--- src/rtl/ysyx_25020047_pkg.sv ---
// rtl/ysyx_25020047_pkg.sv - shared state encoding, halt causes and inst_type constants for the NPC core
package ysyx_25020047_pkg;

   typedef enum logic [2:0] {
      ST_RST        = 3'd0,
      ST_FETCH_REQ  = 3'd1,
      ST_FETCH_WAIT = 3'd2,
      ST_EXEC       = 3'd3,
      ST_MEM_REQ    = 3'd4,
      ST_MEM_WAIT   = 3'd5,
      ST_WB         = 3'd6,
      ST_HALT       = 3'd7
   } state_t;

   localparam logic [1:0] HALT_NONE    = 2'b00;
   localparam logic [1:0] HALT_EBREAK  = 2'b01;
   localparam logic [1:0] HALT_ILLEGAL = 2'b10;
   localparam logic [1:0] HALT_BUSERR  = 2'b11;

   localparam logic [5:0] INST_R = 6'b000001;
   localparam logic [5:0] INST_I = 6'b000010;
   localparam logic [5:0] INST_S = 6'b000100;
   localparam logic [5:0] INST_B = 6'b001000;
   localparam logic [5:0] INST_U = 6'b010000;
   localparam logic [5:0] INST_J = 6'b100000;

   function automatic logic is_wait_state(state_t s);
      return s inside {ST_FETCH_REQ, ST_FETCH_WAIT, ST_MEM_REQ, ST_MEM_WAIT};
   endfunction

endpackage

--- src/rtl/ysyx_25020047_exec_ctrl_if.sv ---
// rtl/ysyx_25020047_exec_ctrl_if.sv - IFU and LSU request/response handshakes seen by the sequencer
interface ysyx_25020047_exec_ctrl_if;

   logic ifu_req_valid;
   logic ifu_req_ready;
   logic ifu_resp_valid;
   logic ifu_resp_err;
   logic mem_req_valid;
   logic mem_req_we;
   logic mem_req_ready;
   logic mem_resp_valid;
   logic mem_resp_err;

   modport master (
      output ifu_req_valid, mem_req_valid, mem_req_we,
      input  ifu_req_ready, ifu_resp_valid, ifu_resp_err,
      input  mem_req_ready, mem_resp_valid, mem_resp_err
   );

   modport slave (
      input  ifu_req_valid, mem_req_valid, mem_req_we,
      output ifu_req_ready, ifu_resp_valid, ifu_resp_err,
      output mem_req_ready, mem_resp_valid, mem_resp_err
   );

endinterface

--- src/rtl/ysyx_25020047_watchdog.sv ---
// rtl/ysyx_25020047_watchdog.sv - saturating wait-cycle counter that flags a stuck bus handshake
module ysyx_25020047_watchdog #(
   parameter int TIMEOUT = 255,
   parameter int TO_W    = $clog2(TIMEOUT + 1)
) (
   input  logic clk,
   input  logic rst_n,
   input  logic clr,
   input  logic en,
   output logic expired
);

   localparam logic [TO_W-1:0] LIMIT = TO_W'(TIMEOUT);
   localparam logic [TO_W-1:0] LAST  = TO_W'(TIMEOUT - 1);

   logic [TO_W-1:0] cnt;

   always_ff @(posedge clk or negedge rst_n) begin
      if (!rst_n) begin
         cnt <= '0;
      end else if (clr) begin
         cnt <= '0;
      end else if (en && cnt != LIMIT) begin
         cnt <= cnt + 1'b1;
      end
   end

   // Fires in the cycle whose increment would reach TIMEOUT, so the abort lands TIMEOUT cycles after entry.
   assign expired = en && (cnt >= LAST);

endmodule

--- src/rtl/ysyx_25020047_exec_ctrl.sv ---
// rtl/ysyx_25020047_exec_ctrl.sv - multi-cycle FETCH/EXEC/MEM/WB sequencer with halt and retire tracking
module ysyx_25020047_exec_ctrl
   import ysyx_25020047_pkg::*;
#(
   parameter int CNT_W   = 32,
   parameter int TIMEOUT = 255
) (
   input  logic                       clk,
   input  logic                       rst_n,
   ysyx_25020047_exec_ctrl_if.master  bus,
   output logic                       ex_valid,
   input  logic                       exu_reg_wen,
   input  logic                       exu_read,
   input  logic                       exu_write,
   input  logic                       exu_halt,
   input  logic                       exu_illegal,
   output logic                       rf_wen,
   output logic                       rf_wsel_mem,
   output logic                       pc_wen,
   output logic                       halted,
   output logic [1:0]                 halt_code,
   output logic [CNT_W-1:0]           inst_cnt
);

   localparam int TO_W = $clog2(TIMEOUT + 1);

   state_t     state, state_n;
   logic [1:0] code_n;
   logic       lat_wen, lat_rd, lat_wr;
   logic       wen_n, rd_n, wr_n;
   logic       bad_inst, retire;
   logic       wd_en, wd_clr, wd_expired;

   assign bad_inst = exu_illegal | (exu_read & exu_write);
   assign wen_n    = (state == ST_EXEC) ? exu_reg_wen : lat_wen;
   assign rd_n     = (state == ST_EXEC) ? exu_read    : lat_rd;
   assign wr_n     = (state == ST_EXEC) ? exu_write   : lat_wr;
   assign retire   = (state == ST_WB) || (state == ST_EXEC && !bad_inst && exu_halt);
   assign wd_en    = is_wait_state(state);
   assign wd_clr   = (state_n != state);

   always_comb begin
      state_n = state;
      code_n  = halt_code;
      case (state)
         ST_RST:        state_n = ST_FETCH_REQ;
         ST_FETCH_REQ:  if (bus.ifu_req_ready) state_n = ST_FETCH_WAIT;
         ST_FETCH_WAIT: begin
            if (bus.ifu_resp_valid) begin
               if (bus.ifu_resp_err) begin
                  state_n = ST_HALT;
                  code_n  = HALT_BUSERR;
               end else begin
                  state_n = ST_EXEC;
               end
            end
         end
         ST_EXEC: begin
            if (bad_inst) begin
               state_n = ST_HALT;
               code_n  = HALT_ILLEGAL;
            end else if (exu_halt) begin
               state_n = ST_HALT;
               code_n  = HALT_EBREAK;
            end else if (exu_read | exu_write) begin
               state_n = ST_MEM_REQ;
            end else begin
               state_n = ST_WB;
            end
         end
         ST_MEM_REQ:    if (bus.mem_req_ready) state_n = ST_MEM_WAIT;
         ST_MEM_WAIT: begin
            if (bus.mem_resp_valid) begin
               if (bus.mem_resp_err) begin
                  state_n = ST_HALT;
                  code_n  = HALT_BUSERR;
               end else begin
                  state_n = ST_WB;
               end
            end
         end
         ST_WB:         state_n = ST_FETCH_REQ;
         ST_HALT:       state_n = ST_HALT;
         default:       state_n = ST_RST;
      endcase
      // A stuck wait aborts even if the handshake shows up in the same cycle.
      if (wd_expired) begin
         state_n = ST_HALT;
         code_n  = HALT_BUSERR;
      end
   end

   always_ff @(posedge clk or negedge rst_n) begin
      if (!rst_n) begin
         state             <= ST_RST;
         lat_wen           <= 1'b0;
         lat_rd            <= 1'b0;
         lat_wr            <= 1'b0;
         bus.ifu_req_valid <= 1'b0;
         bus.mem_req_valid <= 1'b0;
         bus.mem_req_we    <= 1'b0;
         ex_valid          <= 1'b0;
         rf_wen            <= 1'b0;
         rf_wsel_mem       <= 1'b0;
         pc_wen            <= 1'b0;
         halted            <= 1'b0;
         halt_code         <= HALT_NONE;
         inst_cnt          <= '0;
      end else begin
         state             <= state_n;
         lat_wen           <= wen_n;
         lat_rd            <= rd_n;
         lat_wr            <= wr_n;
         bus.ifu_req_valid <= (state_n == ST_FETCH_REQ);
         bus.mem_req_valid <= (state_n == ST_MEM_REQ);
         bus.mem_req_we    <= (state_n == ST_MEM_REQ) && wr_n;
         ex_valid          <= (state_n == ST_EXEC);
         rf_wen            <= (state_n == ST_WB) && wen_n;
         rf_wsel_mem       <= (state_n == ST_WB) && rd_n;
         pc_wen            <= (state_n == ST_WB);
         halted            <= (state_n == ST_HALT);
         halt_code         <= code_n;
         if (retire) inst_cnt <= inst_cnt + CNT_W'(1);
      end
   end

   ysyx_25020047_watchdog #(
      .TIMEOUT (TIMEOUT),
      .TO_W    (TO_W)
   ) u_watchdog (
      .clk     (clk),
      .rst_n   (rst_n),
      .clr     (wd_clr),
      .en      (wd_en),
      .expired (wd_expired)
   );

endmodule
--- src/flat_wrapper.sv ---
// flat-port wrapper written by rule: the top's interface ports become plain ports
module ysyx_25020047_exec_ctrl_flat import ysyx_25020047_pkg::*;
#(
   parameter int CNT_W   = 32,
   parameter int TIMEOUT = 255
)
  (clk, rst_n, ex_valid, exu_reg_wen, exu_read, exu_write, exu_halt, exu_illegal, rf_wen, rf_wsel_mem, pc_wen, halted, halt_code, inst_cnt, bus_ifu_req_valid, bus_mem_req_valid, bus_mem_req_we, bus_ifu_req_ready, bus_ifu_resp_valid, bus_ifu_resp_err, bus_mem_req_ready, bus_mem_resp_valid, bus_mem_resp_err);
  ysyx_25020047_exec_ctrl_if bus_i ();
  input  logic clk;
  input  logic rst_n;
  output logic ex_valid;
  input  logic exu_reg_wen;
  input  logic exu_read;
  input  logic exu_write;
  input  logic exu_halt;
  input  logic exu_illegal;
  output logic rf_wen;
  output logic rf_wsel_mem;
  output logic pc_wen;
  output logic halted;
  output logic [1:0] halt_code;
  output logic [CNT_W-1:0] inst_cnt;
  output wire logic [$bits(bus_i.ifu_req_valid)-1:0] bus_ifu_req_valid;
  output wire logic [$bits(bus_i.mem_req_valid)-1:0] bus_mem_req_valid;
  output wire logic [$bits(bus_i.mem_req_we)-1:0] bus_mem_req_we;
  input wire logic [$bits(bus_i.ifu_req_ready)-1:0] bus_ifu_req_ready;
  input wire logic [$bits(bus_i.ifu_resp_valid)-1:0] bus_ifu_resp_valid;
  input wire logic [$bits(bus_i.ifu_resp_err)-1:0] bus_ifu_resp_err;
  input wire logic [$bits(bus_i.mem_req_ready)-1:0] bus_mem_req_ready;
  input wire logic [$bits(bus_i.mem_resp_valid)-1:0] bus_mem_resp_valid;
  input wire logic [$bits(bus_i.mem_resp_err)-1:0] bus_mem_resp_err;
  assign bus_ifu_req_valid = bus_i.ifu_req_valid;
  assign bus_mem_req_valid = bus_i.mem_req_valid;
  assign bus_mem_req_we = bus_i.mem_req_we;
  assign bus_i.ifu_req_ready = bus_ifu_req_ready;
  assign bus_i.ifu_resp_valid = bus_ifu_resp_valid;
  assign bus_i.ifu_resp_err = bus_ifu_resp_err;
  assign bus_i.mem_req_ready = bus_mem_req_ready;
  assign bus_i.mem_resp_valid = bus_mem_resp_valid;
  assign bus_i.mem_resp_err = bus_mem_resp_err;
  ysyx_25020047_exec_ctrl #(.CNT_W(CNT_W), .TIMEOUT(TIMEOUT)) u_core (.clk(clk), .rst_n(rst_n), .bus(bus_i), .ex_valid(ex_valid), .exu_reg_wen(exu_reg_wen), .exu_read(exu_read), .exu_write(exu_write), .exu_halt(exu_halt), .exu_illegal(exu_illegal), .rf_wen(rf_wen), .rf_wsel_mem(rf_wsel_mem), .pc_wen(pc_wen), .halted(halted), .halt_code(halt_code), .inst_cnt(inst_cnt));
endmodule
--- config.mk ---
export PLATFORM = sky130hd
export DESIGN_NAME = ysyx_25020047_exec_ctrl_flat
export DESIGN_NICKNAME = d
export VERILOG_FILES = /design/src/rtl/ysyx_25020047_pkg.sv /design/src/rtl/ysyx_25020047_exec_ctrl_if.sv /design/src/rtl/ysyx_25020047_watchdog.sv /design/src/rtl/ysyx_25020047_exec_ctrl.sv /design/src/flat_wrapper.sv
export SDC_FILE = /design/constraint.sdc
export NUM_CORES = 1
export LEC_CHECK = 0
export BUFFER_PORTS_ARGS = -buffer_cell sky130_fd_sc_hd__buf_2
export CAP_MARGIN = 20
export CORE_ASPECT_RATIO = 1.2
export CORE_MARGIN = 3
export CORE_UTILIZATION = 44
export CTS_BUF_LIST = sky130_fd_sc_hd__clkbuf_8
export DETAILED_ROUTE_END_ITERATION = 10
export PLACE_DENSITY = 0.66
export SETUP_SLACK_MARGIN = 0.1
export SYNTH_ARGS = -nofsm -noshare
export SYNTH_HDL_FRONTEND = slang
export SYNTH_SLANG_ARGS = --single-unit
--- constraint.sdc ---
create_clock -name clk -period 5.2 [get_ports clk]
set_input_delay 0.26 -clock clk [delete_from_list [all_inputs] [get_ports clk]]
set_output_delay 0.26 -clock clk [all_outputs]
set_load 0.02 [all_outputs]
; Word level (Yosys, flattened, before mapping)
; Cells that the tools add are included.
[totals]
out_inout_bits = 42
elab_cells = 79
register_bits = 56
in_bits = 13
[classes]
muxes = 24
eq_ne = 19
bitwise_logic = 3
magnitude_cmp = 1
addsub = 2
reduce_logical = 15
[ops]
columns = op, n
row1 = 32-bit by 1-bit adder with 32-bit output (second input constant), 1
row2 = 3-bit two-way mux, 8
row3 = 3-bit == test (second input constant), 7
row4 = 3-bit one-hot mux with 7 select lines, 1
row5 = 2-bit two-way mux, 8
row6 = 8-bit two-way mux, 2
row7 = 3-bit inequality test (second input constant), 4
row8 = 3-bit by 2-bit == test with 1-bit output (second input constant), 3
row9 = 8-bit by 1-bit adder with 8-bit output (second input constant), 1
row10 = 8-bit greater-or-equal comparator (second input constant), 1
row11 = 8-bit inequality test (second input constant), 1
row12 = 4-bit nonzero test, 2
row13 = 1-bit logical AND, 7
row14 = 3-bit by 1-bit == test with 1-bit output (second input constant), 2
row15 = 2-bit one-hot mux with 3 select lines, 1
row16 = 6-bit AND reduction, 1
row17 = 1-bit two-way mux, 4
row18 = 4-bit by 3-bit inequality test with 1-bit output (second input constant), 1
row19 = 3-bit zero test, 1
row20 = 3-bit inequality test, 1
row21 = 1-bit OR, 2
row22 = 2-bit nonzero test, 1
row23 = 2-bit OR reduction, 1
row24 = 1-bit AND, 1
row25 = 2 further kinds, 2

; Depth between registers and ports, before layout
; Gate-level depths: netlist of run 1.
[depth]
ltp_word = 8
ltp_mapped = 8
depth_no_buf = 7

; Modules after synthesis
; From an unflattened synthesis of run 1, not the netlist that was laid out.
[hier_totals]
cells_unflattened = 263
area_unflattened_um2 = 2952.8
[modules_own_cells]
columns = module, n_inst, area_each_um2, cells_per_inst
row1 = ysyx_25020047_exec_ctrl, 1, 2461.1, 211
row2 = ysyx_25020047_watchdog, 1, 491.7, 52

; Worst setup path before layout of run 1
; Ideal clock, no wire load.
[synth_path]
path_type = register -> register
from = reg u_core.u_watchdog.cnt[0]
to = reg u_core.u_watchdog.cnt[7]
stages_incl_launch_ff = 9
path_slack_ns = 3.233
synth_period_minus_slack_ns = 1.967
arrival_ns = 1.860
t_required_ns = 5.093
path_buffers = 1
setup_ns = 0.107
cell_sequence = dfrtp_1 inv_1 ha_1 o211a_1 nand4_4 inv_2 or3_1 buf_6 a2111oi_4
[synth_via]
elab_chain_cells = 5
elab_cells_between_ends = 10
cone_classes = add/sub: 1 / order compare: 1 / eq/ne: 2 / mux: 3 / reduce/logical: 3
[synth_lines]
columns = item, line_no
row1 = start: declaration, ysyx_25020047_watchdog.sv:16  ; logic [TO_W-1:0] cnt;
row2 = start signal: assignment, ysyx_25020047_watchdog.sv:24  ; cnt <= cnt + 1'b1;
row3 = 8-bit greater-or-equal comparator, ysyx_25020047_watchdog.sv:29  ; assign expired = en && (cnt >= LAST);
row4 = 1-bit logical AND, ysyx_25020047_watchdog.sv:29
row5 = 3-bit two-way mux, ysyx_25020047_exec_ctrl.sv:87  ; if (wd_expired) begin
row6 = 3-bit inequality test, ysyx_25020047_exec_ctrl.sv:40  ; assign wd_clr = (state_n != state);
row7 = 8-bit two-way mux / 2-bit nonzero test (equally long branches), n/a
; Parallel ways exist; a longest one is shown, timed or not. The select of a mux whose other input is x is not followed.
; A chain may end at the register's enable or synchronous reset.

; Final worst setup path of run 1
[layout_path]
from = reg u_core.state[1]
to = reg u_core.u_watchdog.cnt[7]
[layout_via]
elab_chain_cells = 6
elab_cells_between_ends = 21
cone_classes = eq/ne: 8 / mux: 7 / reduce/logical: 6
[layout_lines]
columns = item, line_no
row1 = start: declaration, ysyx_25020047_exec_ctrl.sv:27  ; state_t state, state_n;
row2 = start signal: assignment, ysyx_25020047_exec_ctrl.sv:110  ; state <= state_n;
row3 = "3-bit == test, or another cell as far along", ysyx_25020047_exec_ctrl.sv:45  ; case (state)
row4 = 2-bit OR reduction (no source line) / 4-bit nonzero test (equally long branches), n/a
row5 = 3-bit one-hot mux with 7 select lines / 1-bit logical AND (equally long branches), "ysyx_25020047_exec_ctrl.sv:45, ysyx_25020047_watchdog.sv:29"
row6 = 3-bit two-way mux, ysyx_25020047_exec_ctrl.sv:87
row7 = 3-bit inequality test, ysyx_25020047_exec_ctrl.sv:40
row8 = 8-bit two-way mux / 2-bit nonzero test (equally long branches), n/a
; Parallel ways exist; a longest one is shown, timed or not.

==> results of run 1 <==
flip-flops by register name (all words and copies together) (netlist names), 2 cells and up:
signal	flops
u_core.state	3
u_core.inst_cnt	32
u_core.u_watchdog.cnt	8
u_core.halt_code	2
final cells by class:
class                   instances  area (sq um)
inverters                      10          37.5
multi-input cells             192          1340
flip-flops and latches         56          1400
clock buffers                   6          82.6
fillers                       600          2850
repair buffers                 55           278
well taps                      82           103
clock inverters                 2          38.8
metal layers:
layer,GRT usage (%),vias up,part of all wire [%]
met2,29.1,44,52
met5,0,-,0
met1,19.8,1056,43
met3,3.17,4,4.4
li1,-,1065,-
met4,5.44,0,0.69
path summary, 6_finish.rpt:
path,end,from
setup / recovery,u_core.u_watchdog.cnt[7]$_DFFE_PN0P_,u_core.state[1]$_DFF_PN0_
hold / removal,u_core.inst_cnt[14]$_DFFE_PN0P_,rst_n
setup reg to reg,u_core.u_watchdog.cnt[7]$_DFFE_PN0P_,u_core.state[1]$_DFF_PN0_
hold reg to reg,u_core.inst_cnt[31]$_DFFE_PN0P_,u_core.inst_cnt[31]$_DFFE_PN0P_
max in group asynchronous,u_core.u_watchdog.cnt[6]$_DFFE_PN0P_,rst_n
min in group clk,u_core.lat_wen$_DFF_PN0_,exu_reg_wen
power by group through the flow:
stage | Combinational (W) | Clock [W] | Sequential, W
final | 0.0000222 | 0.000296 | 0.000437
after global routing | 0.0000258 | 0.000329 | 0.000438
after CTS | 0.0000231 | 0.000310 | 0.000437
after detailed placement | 0.0000231 | 0 | 0.000446
after global placement | 0.0000227 | 0 | 0.000446
after floorplan | 0.00000504 | 0 | 0.000447
critical path: stages, from the launching register on:
cell       delay (ns)
dfrtp_1          0.60
or3_4            0.49
nand4_4          0.16
inv_2            0.06
or3_1            0.49
a2111oi_4        0.38
Yosys cell counts, types with 2 or more instances:
cell      instances
nor4_1            2
and3_1            4
nor3_1            7
buf_4             2
nor4_2            2
nand3b_1          3
clkbuf_1          2
o21a_1            2
mux2_2            4
and2_1            4
buf_2             3
nand2_1          22
nand3_1          18
nor3b_1           3
xor2_1           10
nor2b_1           4
inv_1             9
a31oi_1           2
buf_6             2
ha_1              3
nand4_1          15
xnor2_1          26
a21oi_1           3
o21ai_0           7
and4_1            3
a31o_2            2
a211oi_1          7
and2b_1           2
nor2_1           14
a21o_1            4
dfrtp_1          56
through the flow:
stage | hold slack, ns | cells | cell area (sq um) | power, W | setup slack, ns
floorplan | -0.0356 | 267 | 2840 | 0.000452 | 3.23
global placement | 0.433 | 395 | 3160 | 0.000469 | 3.00
detailed placement | 0.440 | 395 | 3160 | 0.000469 | 2.95
CTS | 0.0953 | 403 | 3280 | 0.000770 | 2.91
global route | 0.126 | 403 | 3280 | 0.000793 | 2.75
finish | 0.0707 | 403 | 3280 | 0.000756 | 2.92
cells by family (layout without fill, tap and decap cells):
logic type | count (synthesis) | in the layout | share of synthesized area, %
adder cells (fa/ha/maj) | 3 | 3 | 1.32
buffers and inverters | 19 | 73 | 3.44
AND/OR/NAND/NOR | 110 | 110 | 22.2
AO/OA/AOI/OAI | 38 | 38 | 10.6
XOR/XNOR | 36 | 36 | 11.1
flip-flops | 56 | 56 | 49.4
multiplexers | 5 | 5 | 1.94
==> flow_metrics.tcl, run 1 <==
set metrics [dict create \
    buffer_cell_driving_the_clock_tree_root "clkbuf_8" \
    seqPwrFrac_pct 57.9 \
    r2r_setup_slack_ns 2.92 \
    most-common-layout-cells "56 x dfrtp_1, 54 x buf_2, 26 x xnor2_1" \
    groute.usage.overall_pct 16.4 \
    place_hpwl_um 4260 \
    dieArea_sq_um 7450 \
    globalRouteOverflowTotal 0 \
    cts.reportedPaths.clkPinSlew_ns 0.10 \
    final_max_slew_viol_count 0 \
    timing.setup.tns_ns 0 \
    p_sw_w 0.000154 \
    pin_count_of_the_biggest_net_entering_global_routing 57 \
    holdBufCountCts 0 \
    power.combinational.fraction_pct 2.9 \
    setup-violations-final 0 \
    layout_commonest_cell "dfrtp_1" \
    yosys.cell_types.count 51 \
    result_of_the_run "finished clean" \
    synth-seq-cells 56 \
    timing.fmax_mhz 438 \
    synthDominantAreaCellType "dfrtp_1" \
    wire_length_of_the_first_global_routing_pass_um 9840 \
    vias 2169 \
    ys_seq_area_share_pct 49.4 \
    synth_edf_count 0 \
    drt-vias-per-instance 5.38 \
    timing_worst_slew_pin_value_ns 0.767 \
    final_antenna_net_count 0 \
    port_buffers 54 \
    min-delay-path-class "in2async" \
    fin_worst_skew_ns 0.00816 \
    synth-main-ff-cell "dfrtp_1" \
    slew_headroom_pct 48.5 \
    coreArea_sq_um 6130 \
    switching_share_pct 20.4 \
    wl_per_cell_um 14.4 \
    worst_setup_start_kind "register" \
    h-tree-depth 2 \
    grt_pass1_vias 2189 \
    num_antenna_cells 0 \
    synth_area_leaders "dfrtp_1 49%, xnor2_1 8.0%, nand4_1 3.3%, nand3_1 3.2%, xor2_1 3.1%" \
    tritoncts "done" \
    cellInternalPower_w 0.000602 \
    layout.core_utilization_pct 53.5 \
    antenna_violations_before_repair 0 \
    num-nets-final 336 \
    async_reset_ff_share_pct 100 \
    post_layout_min_period_ns 2.28 \
    initial_core_util_pct 46.3 \
    die_width_um 79.3 \
    gp_congestion 0.830 \
    die_height_um 94.0 \
    num_clock_sinks 56 \
    clk_latency_ns 0.30 \
    pwr-share-clk_pct 39.2 \
    leakagePower_nw 1.54 \
    powerDensity_nw_per_um2 231 \
    post_cts_resize_count 0 \
    synth_top_area_share_pct 49.4 \
    count_of_maximum_capacitance_violations 0 \
    critPathCaptureType "register" \
    drc 0 \
    worst_ep_required_time_ns 5.40 \
    critPathMaxFanout 18 \
    setup.worst_path.class "reg2reg" \
    post_cts_buffers 0 \
    rsz0062_at_grt "no" \
    worstRegToRegCells 5 \
    post_synth_inst_count 267 \
    power.ir.vdd_worst_mv 0.129 \
    post_synthesis_cell_area_sq_um 2840 \
    routed_wirelength_um 5800 \
    final_layout_size_suffix_gt1_share_pct 24.6 \
    rows 31 \
    final_hold_viol_count 0 \
    clock_path_buffers 2 \
    top_level_ports 55 \
    syn_to_final_growth_pct 15.6 \
    drt-initial-drc-count 90 \
    cp_data_arrival_time_ns 2.48 \
    drt-pass1-iter-count 4 \
    tritoncts.num_buffers 5 \
    syn-mean-instance-area_sq_um 10.6 \
    synthesis.nets 283 \
    yosysWarnings 0 \
    period_utilization_pct 43.9 \
]
No activity file was read; power rests on OpenSTA's default activity.
==> run 2: changes to the inputs <==
- clock period: 5.2 -> 2.16 ns (I/O delays scaled with it)
==> flow_metrics.tcl, run 2 (same netlist as run 1, synthesis figures left out) <==
set metrics [dict create \
    result_of_the_run "finished clean" \
    worstRegToRegCells 6 \
    critPathMaxFanout 12 \
    final_max_slew_viol_count 0 \
    rows 31 \
    num_clock_sinks 56 \
    globalRouteOverflowTotal 0 \
    seqPwrFrac_pct 64.1 \
    power.combinational.fraction_pct 3.4 \
    clk_latency_ns 0.31 \
    detailed_place.area_sq_um 3260 \
    groute.usage.overall_pct 17.1 \
    timing.setup.tns_ns 0 \
    min-delay-path-class "in2reg" \
    fin_worst_skew_ns 0.00784 \
    cp_cell_sequence "buf_4 -> nor3_1 -> nor3_1 -> and2_1 -> and3_1 -> a2111oi_4" \
    grt_pass1_vias 2226 \
    r2r_start "u_core.state[0]$_DFF_PN0_" \
    dieArea_sq_um 7450 \
    critical_path_buf_inv_count 1 \
    min_delay_worst_endpoint "u_core.lat_wen$_DFF_PN0_" \
    place_hpwl_um 4350 \
    wl_per_cell_um 14.3 \
    num-nets-final 354 \
    p_sw_w 0.000356 \
    setup-violations-final 0 \
    routed_wirelength_um 6000 \
    drt-vias-per-instance 5.32 \
    period_utilization_pct 92.1 \
    die_height_um 94.0 \
    final_antenna_net_count 0 \
    h-tree-depth 2 \
    top_level_ports 55 \
    buffer_cell_driving_the_clock_tree_root "clkbuf_8" \
    coreArea_sq_um 6130 \
    powerDensity_nw_per_um2 482 \
    cpPeakStageDelay_ns 0.49 \
    regToRegEndpoint "u_core.u_watchdog.cnt[7]$_DFFE_PN0P_" \
    cpMaxStageDelayCell "dfrtp_2" \
    cts.reportedPaths.clkPinSlew_ns 0.09 \
    tritoncts.num_buffers 5 \
    drc 0 \
    worst_ep_required_time_ns 2.37 \
    worst_hold_startpoint "exu_reg_wen" \
    syn_to_final_growth_pct 20.2 \
    initial_core_util_pct 46.3 \
    count_of_maximum_capacitance_violations 0 \
    pin_count_of_the_biggest_net_entering_global_routing 57 \
    power.ir.vdd_worst_mv 0.350 \
    worst_setup_start_kind "register" \
    final_layout_size_suffix_gt1_share_pct 30.8 \
    die_width_um 79.3 \
    min_delay_path_depth 2 \
    post_layout_min_period_ns 1.99 \
    critPathCaptureType "register" \
    max_flop_register "u_core.inst_cnt" \
    rsz0062_at_grt "no" \
    clock_path_buffers 2 \
    critical-path-top-cell-by-count "nor3_1" \
    biggest_regs "u_core.inst_cnt x32, u_core.u_watchdog.cnt x8, u_core.state x3" \
    tritoncts "done" \
    num_antenna_cells 0 \
    most-common-layout-cells "54 x buf_2, 54 x dfrtp_1, 26 x xnor2_1" \
    slew_headroom_pct 52.1 \
    timing.fmax_mhz 503 \
    largest_register_ff_count 32 \
    antenna_violations_before_repair 0 \
    port_buffers 54 \
    cp-startpoint "u_core.state[0]$_DFF_PN0_" \
    timing_worst_slew_pin_value_ns 0.719 \
    final_hold_viol_count 0 \
    cpLargestDelayFamily "simple AND/OR/NAND/NOR gates" \
    finalPower_w 0.00164 \
    vias 2235 \
    r2r_setup_slack_ns 0.17 \
    leakagePower_nw 1.62 \
    setup.worst_path.class "reg2reg" \
    cp_data_arrival_time_ns 2.20 \
    gp_congestion 0.865 \
    drt-initial-drc-count 81 \
    wire_length_of_the_first_global_routing_pass_um 10100 \
    drt-pass1-iter-count 4 \
    fin_area_sq_um 3410 \
    switching_share_pct 21.7 \
    layout.core_utilization_pct 55.7 \
    cellInternalPower_w 0.00129 \
    pwr-share-clk_pct 32.6 \
]
==> run 2: repair_timing <==
action / in CTS / in global routing
hold buffers: 1 / 0
resized for setup: 0 / 11
setup buffers: 0 / 4
endpoints found under the setup margin: 0 / 13
endpoints found under the hold margin: 56 / 0
==> run 2: layer usage <==
metal / global-route usage (%) / wire length, um / up-vias
li1: - / - / 1093
met1: 20.9 / 2560 / 1079
met2: 29.6 / 3050 / 56
met3: 3.55 / 290 / 7
met4: 5.87 / 96 / 0
met5: 0 / 0 / -
==> run 2: final cells by class <==
cell class	instances	area (sq um)
fill	564	2720
timing repair buffer	73	415
tap	82	103
multi-input combinational	192	1370
sequential	56	1400
clock buffer	5	68.8
inverter	10	37.5
clock inverter	2	8.76
==> run 2: power by group through the flow <==
stage | clock network (W) | registers, W | logic [W]
floorplan | 0 | 0.00108 | 0.0000121
global placement | 0 | 0.00107 | 0.0000551
detailed placement | 0 | 0.00107 | 0.0000558
CTS | 0.000563 | 0.00105 | 0.0000573
global route | 0.000603 | 0.00105 | 0.0000643
finish | 0.000536 | 0.00105 | 0.0000552
==> run 2: per-stage QoR <==
stage	setup WS, ns	instances	hold WS (ns)
after floorplan	0.193	267	-0.188
after CTS	0.117	416	0.0362
final	0.170	420	0.0448
after global routing	0.0803	420	0.0504
after detailed placement	0.125	408	0.292
after global placement	0.167	408	0.282
==> run 2: how the worst max path moves through the flow <==
stage,endpoint,slack (ns),cells past startpoint
after floorplan,u_core.u_watchdog.cnt[7]$_DFFE_PN0P_,0.19,8
after global placement,u_core.inst_cnt[29]$_DFFE_PN0P_,0.17,5
after detailed placement,u_core.u_watchdog.cnt[6]$_DFFE_PN0P_,0.12,7
after CTS,u_core.u_watchdog.cnt[6]$_DFFE_PN0P_,0.12,7
after global routing,u_core.u_watchdog.cnt[2]$_DFFE_PN0P_,0.08,8
final,u_core.u_watchdog.cnt[7]$_DFFE_PN0P_,0.17,6
==> run 3: changes to the inputs <==
- CORE_ASPECT_RATIO: 1.2 -> default
==> flow_metrics.tcl, run 3 (same netlist as run 1, synthesis figures left out) <==
set metrics [dict create \
    fin_worst_skew_ns 0.00582 \
    place_hpwl_um 4450 \
    cpMaxStageDelayCell "or4_4" \
    final_antenna_net_count 0 \
    die_height_um 86.3 \
    num_antenna_cells 0 \
    initial_core_util_pct 46.6 \
    grt_pass1_vias 2221 \
    post_layout_min_period_ns 1.96 \
    finalPower_w 0.00179 \
    result_of_the_run "finished clean" \
    most-common-layout-cells "54 x buf_2, 54 x dfrtp_1, 26 x xnor2_1" \
    max_flop_register "u_core.inst_cnt" \
    routed_wirelength_um 6200 \
    placed_cells_incl_taps 401 \
    slew_headroom_pct 71.0 \
    drt-vias-per-instance 5.40 \
    critPathCaptureType "register" \
    top_level_ports 55 \
    timing_worst_slew_pin_value_ns 0.435 \
    port_buffers 54 \
    critPathMaxFanout 9 \
    drt-initial-drc-count 80 \
    num_clock_sinks 56 \
    cp_data_arrival_time_ns 2.20 \
    rows 28 \
    tritoncts.num_buffers 5 \
    buffer_cell_driving_the_clock_tree_root "clkbuf_8" \
    timing.fmax_mhz 509 \
    timing.setup.tns_ns 0 \
    cts.reportedPaths.clkPinSlew_ns 0.10 \
    syn_to_final_growth_pct 23.0 \
    min_delay_path_depth 2 \
    wl_per_cell_um 14.7 \
    globalRouteOverflowTotal 0 \
    worst_hold_startpoint "exu_reg_wen" \
    cpLargestDelayFamily "simple AND/OR/NAND/NOR gates" \
    critical_path_buf_inv_count 0 \
    power.ir.vdd_worst_mv 0.306 \
    antenna_violations_before_repair 0 \
    setup-violations-final 0 \
    pin_count_of_the_biggest_net_entering_global_routing 57 \
    powerDensity_nw_per_um2 513 \
    regToRegEndpoint "u_core.inst_cnt[25]$_DFFE_PN0P_" \
    instances_no_fill 421 \
    r2r_setup_slack_ns 0.20 \
    r2r_start "u_core.state[2]$_DFF_PN0_" \
    worst_ep_required_time_ns 2.39 \
    drt-pass1-iter-count 4 \
    clock_path_buffers 2 \
    worst_setup_start_kind "register" \
    gp_congestion 0.807 \
    layout.core_utilization_pct 57.2 \
    layout.filler_cells 554 \
    cpPeakStageDelay_ns 0.62 \
    h-tree-depth 2 \
    num-nets-final 361 \
    period_utilization_pct 90.9 \
    dieArea_sq_um 7450 \
    tritoncts "done" \
    vias 2274 \
    worstRegToRegCells 5 \
    cp_cell_sequence "and2b_1 -> a31oi_2 -> or4_4 -> nor2_1 -> xor2_1" \
    clk_latency_ns 0.30 \
    largest_register_ff_count 32 \
    final_hold_viol_count 0 \
    rsz0062_at_grt "no" \
    drc 0 \
    min-delay-path-class "in2reg" \
    setup.worst_path.class "reg2reg" \
    groute.usage.overall_pct 17.6 \
    wire_length_of_the_first_global_routing_pass_um 10400 \
    biggest_regs "u_core.inst_cnt x32, u_core.u_watchdog.cnt x8, u_core.state x3" \
    count_of_maximum_capacitance_violations 0 \
    final_max_slew_viol_count 0 \
    coreArea_sq_um 6100 \
    die_width_um 86.3 \
    leakagePower_nw 1.66 \
    min_delay_worst_endpoint "u_core.lat_wen$_DFF_PN0_" \
    final_layout_size_suffix_gt1_share_pct 31.8 \
]
run 3: power by group:
| part | switching [W] | total (W) | internal [W] |
|---|---|---|---|
| combinational | 0.0000366 | 0.0000583 | 0.0000217 |
| sequential | 0.00000182 | 0.00105 | 0.00105 |
| clock | 0.000337 | 0.000677 | 0.000340 |
run 3: per-stage QoR:
stage	area [sq um]	setup WS (ns)	hold WS [ns]
finish	3490	0.196	0.0457
global route	3490	0.0898	0.0463
CTS	3380	0.0625	0.0381
detailed placement	3260	0.0296	0.133
global placement	3260	0.139	0.130
floorplan	2840	0.193	-0.188
run 3: layout make-up:
type	count	area (sq um)	share of cell area, %
Multi-Input combinational cell	192	1360	38.9
Clock buffer	5	68.8	1.97
Clock inverter	3	38.8	1.11
Tap cell	75	93.8	2.69
Inverter	10	41.3	1.18
Timing Repair Buffer	80	484	13.9
Sequential cell	56	1400	40.2
run 3: metal layers:
| layer | global-route usage (%) | wire, um | vias up | share of wire [%] |
|---|---|---|---|---|
| li1 | - | - | 1117 | - |
| met1 | 24.1 | 2870 | 1098 | 46 |
| met2 | 27.8 | 2950 | 55 | 48 |
| met3 | 4.09 | 315 | 4 | 5.1 |
| met4 | 5.38 | 68 | 0 | 1.1 |
| met5 | 0 | 0 | - | 0 |
run 3: timing repair:
action	4_1_cts	5_1_grt
pin swaps	0	0
hold buffers	1	0
setup buffers	0	11
setup endpoints to repair	5	13
hold endpoints to repair	56	0
cloned	0	0
resized for setup	2	8
run 3: worst register-to-register path: stages, from the launching register on:
cell and delay, ns:
dfrtp_2 0.47, and2b_1 0.29, a31oi_2 0.17, or4_4 0.62, nor2_1 0.18, xor2_1 0.16
run 3: worst max path at each step:
stage	from	end	slack, ns	cells past startpoint
floorplan	u_core.u_watchdog.cnt[0]$_DFFE_PN0P_	u_core.u_watchdog.cnt[7]$_DFFE_PN0P_	0.19	8
global placement	u_core.state[0]$_DFF_PN0_	u_core.inst_cnt[21]$_DFFE_PN0P_	0.14	5
detailed placement	u_core.state[0]$_DFF_PN0_	u_core.inst_cnt[25]$_DFFE_PN0P_	0.03	5
CTS	u_core.state[2]$_DFF_PN0_	u_core.inst_cnt[25]$_DFFE_PN0P_	0.06	5
global route	u_core.state[0]$_DFF_PN0_	u_core.u_watchdog.cnt[1]$_DFFE_PN0P_	0.09	7
finish	u_core.state[2]$_DFF_PN0_	u_core.inst_cnt[25]$_DFFE_PN0P_	0.20	5
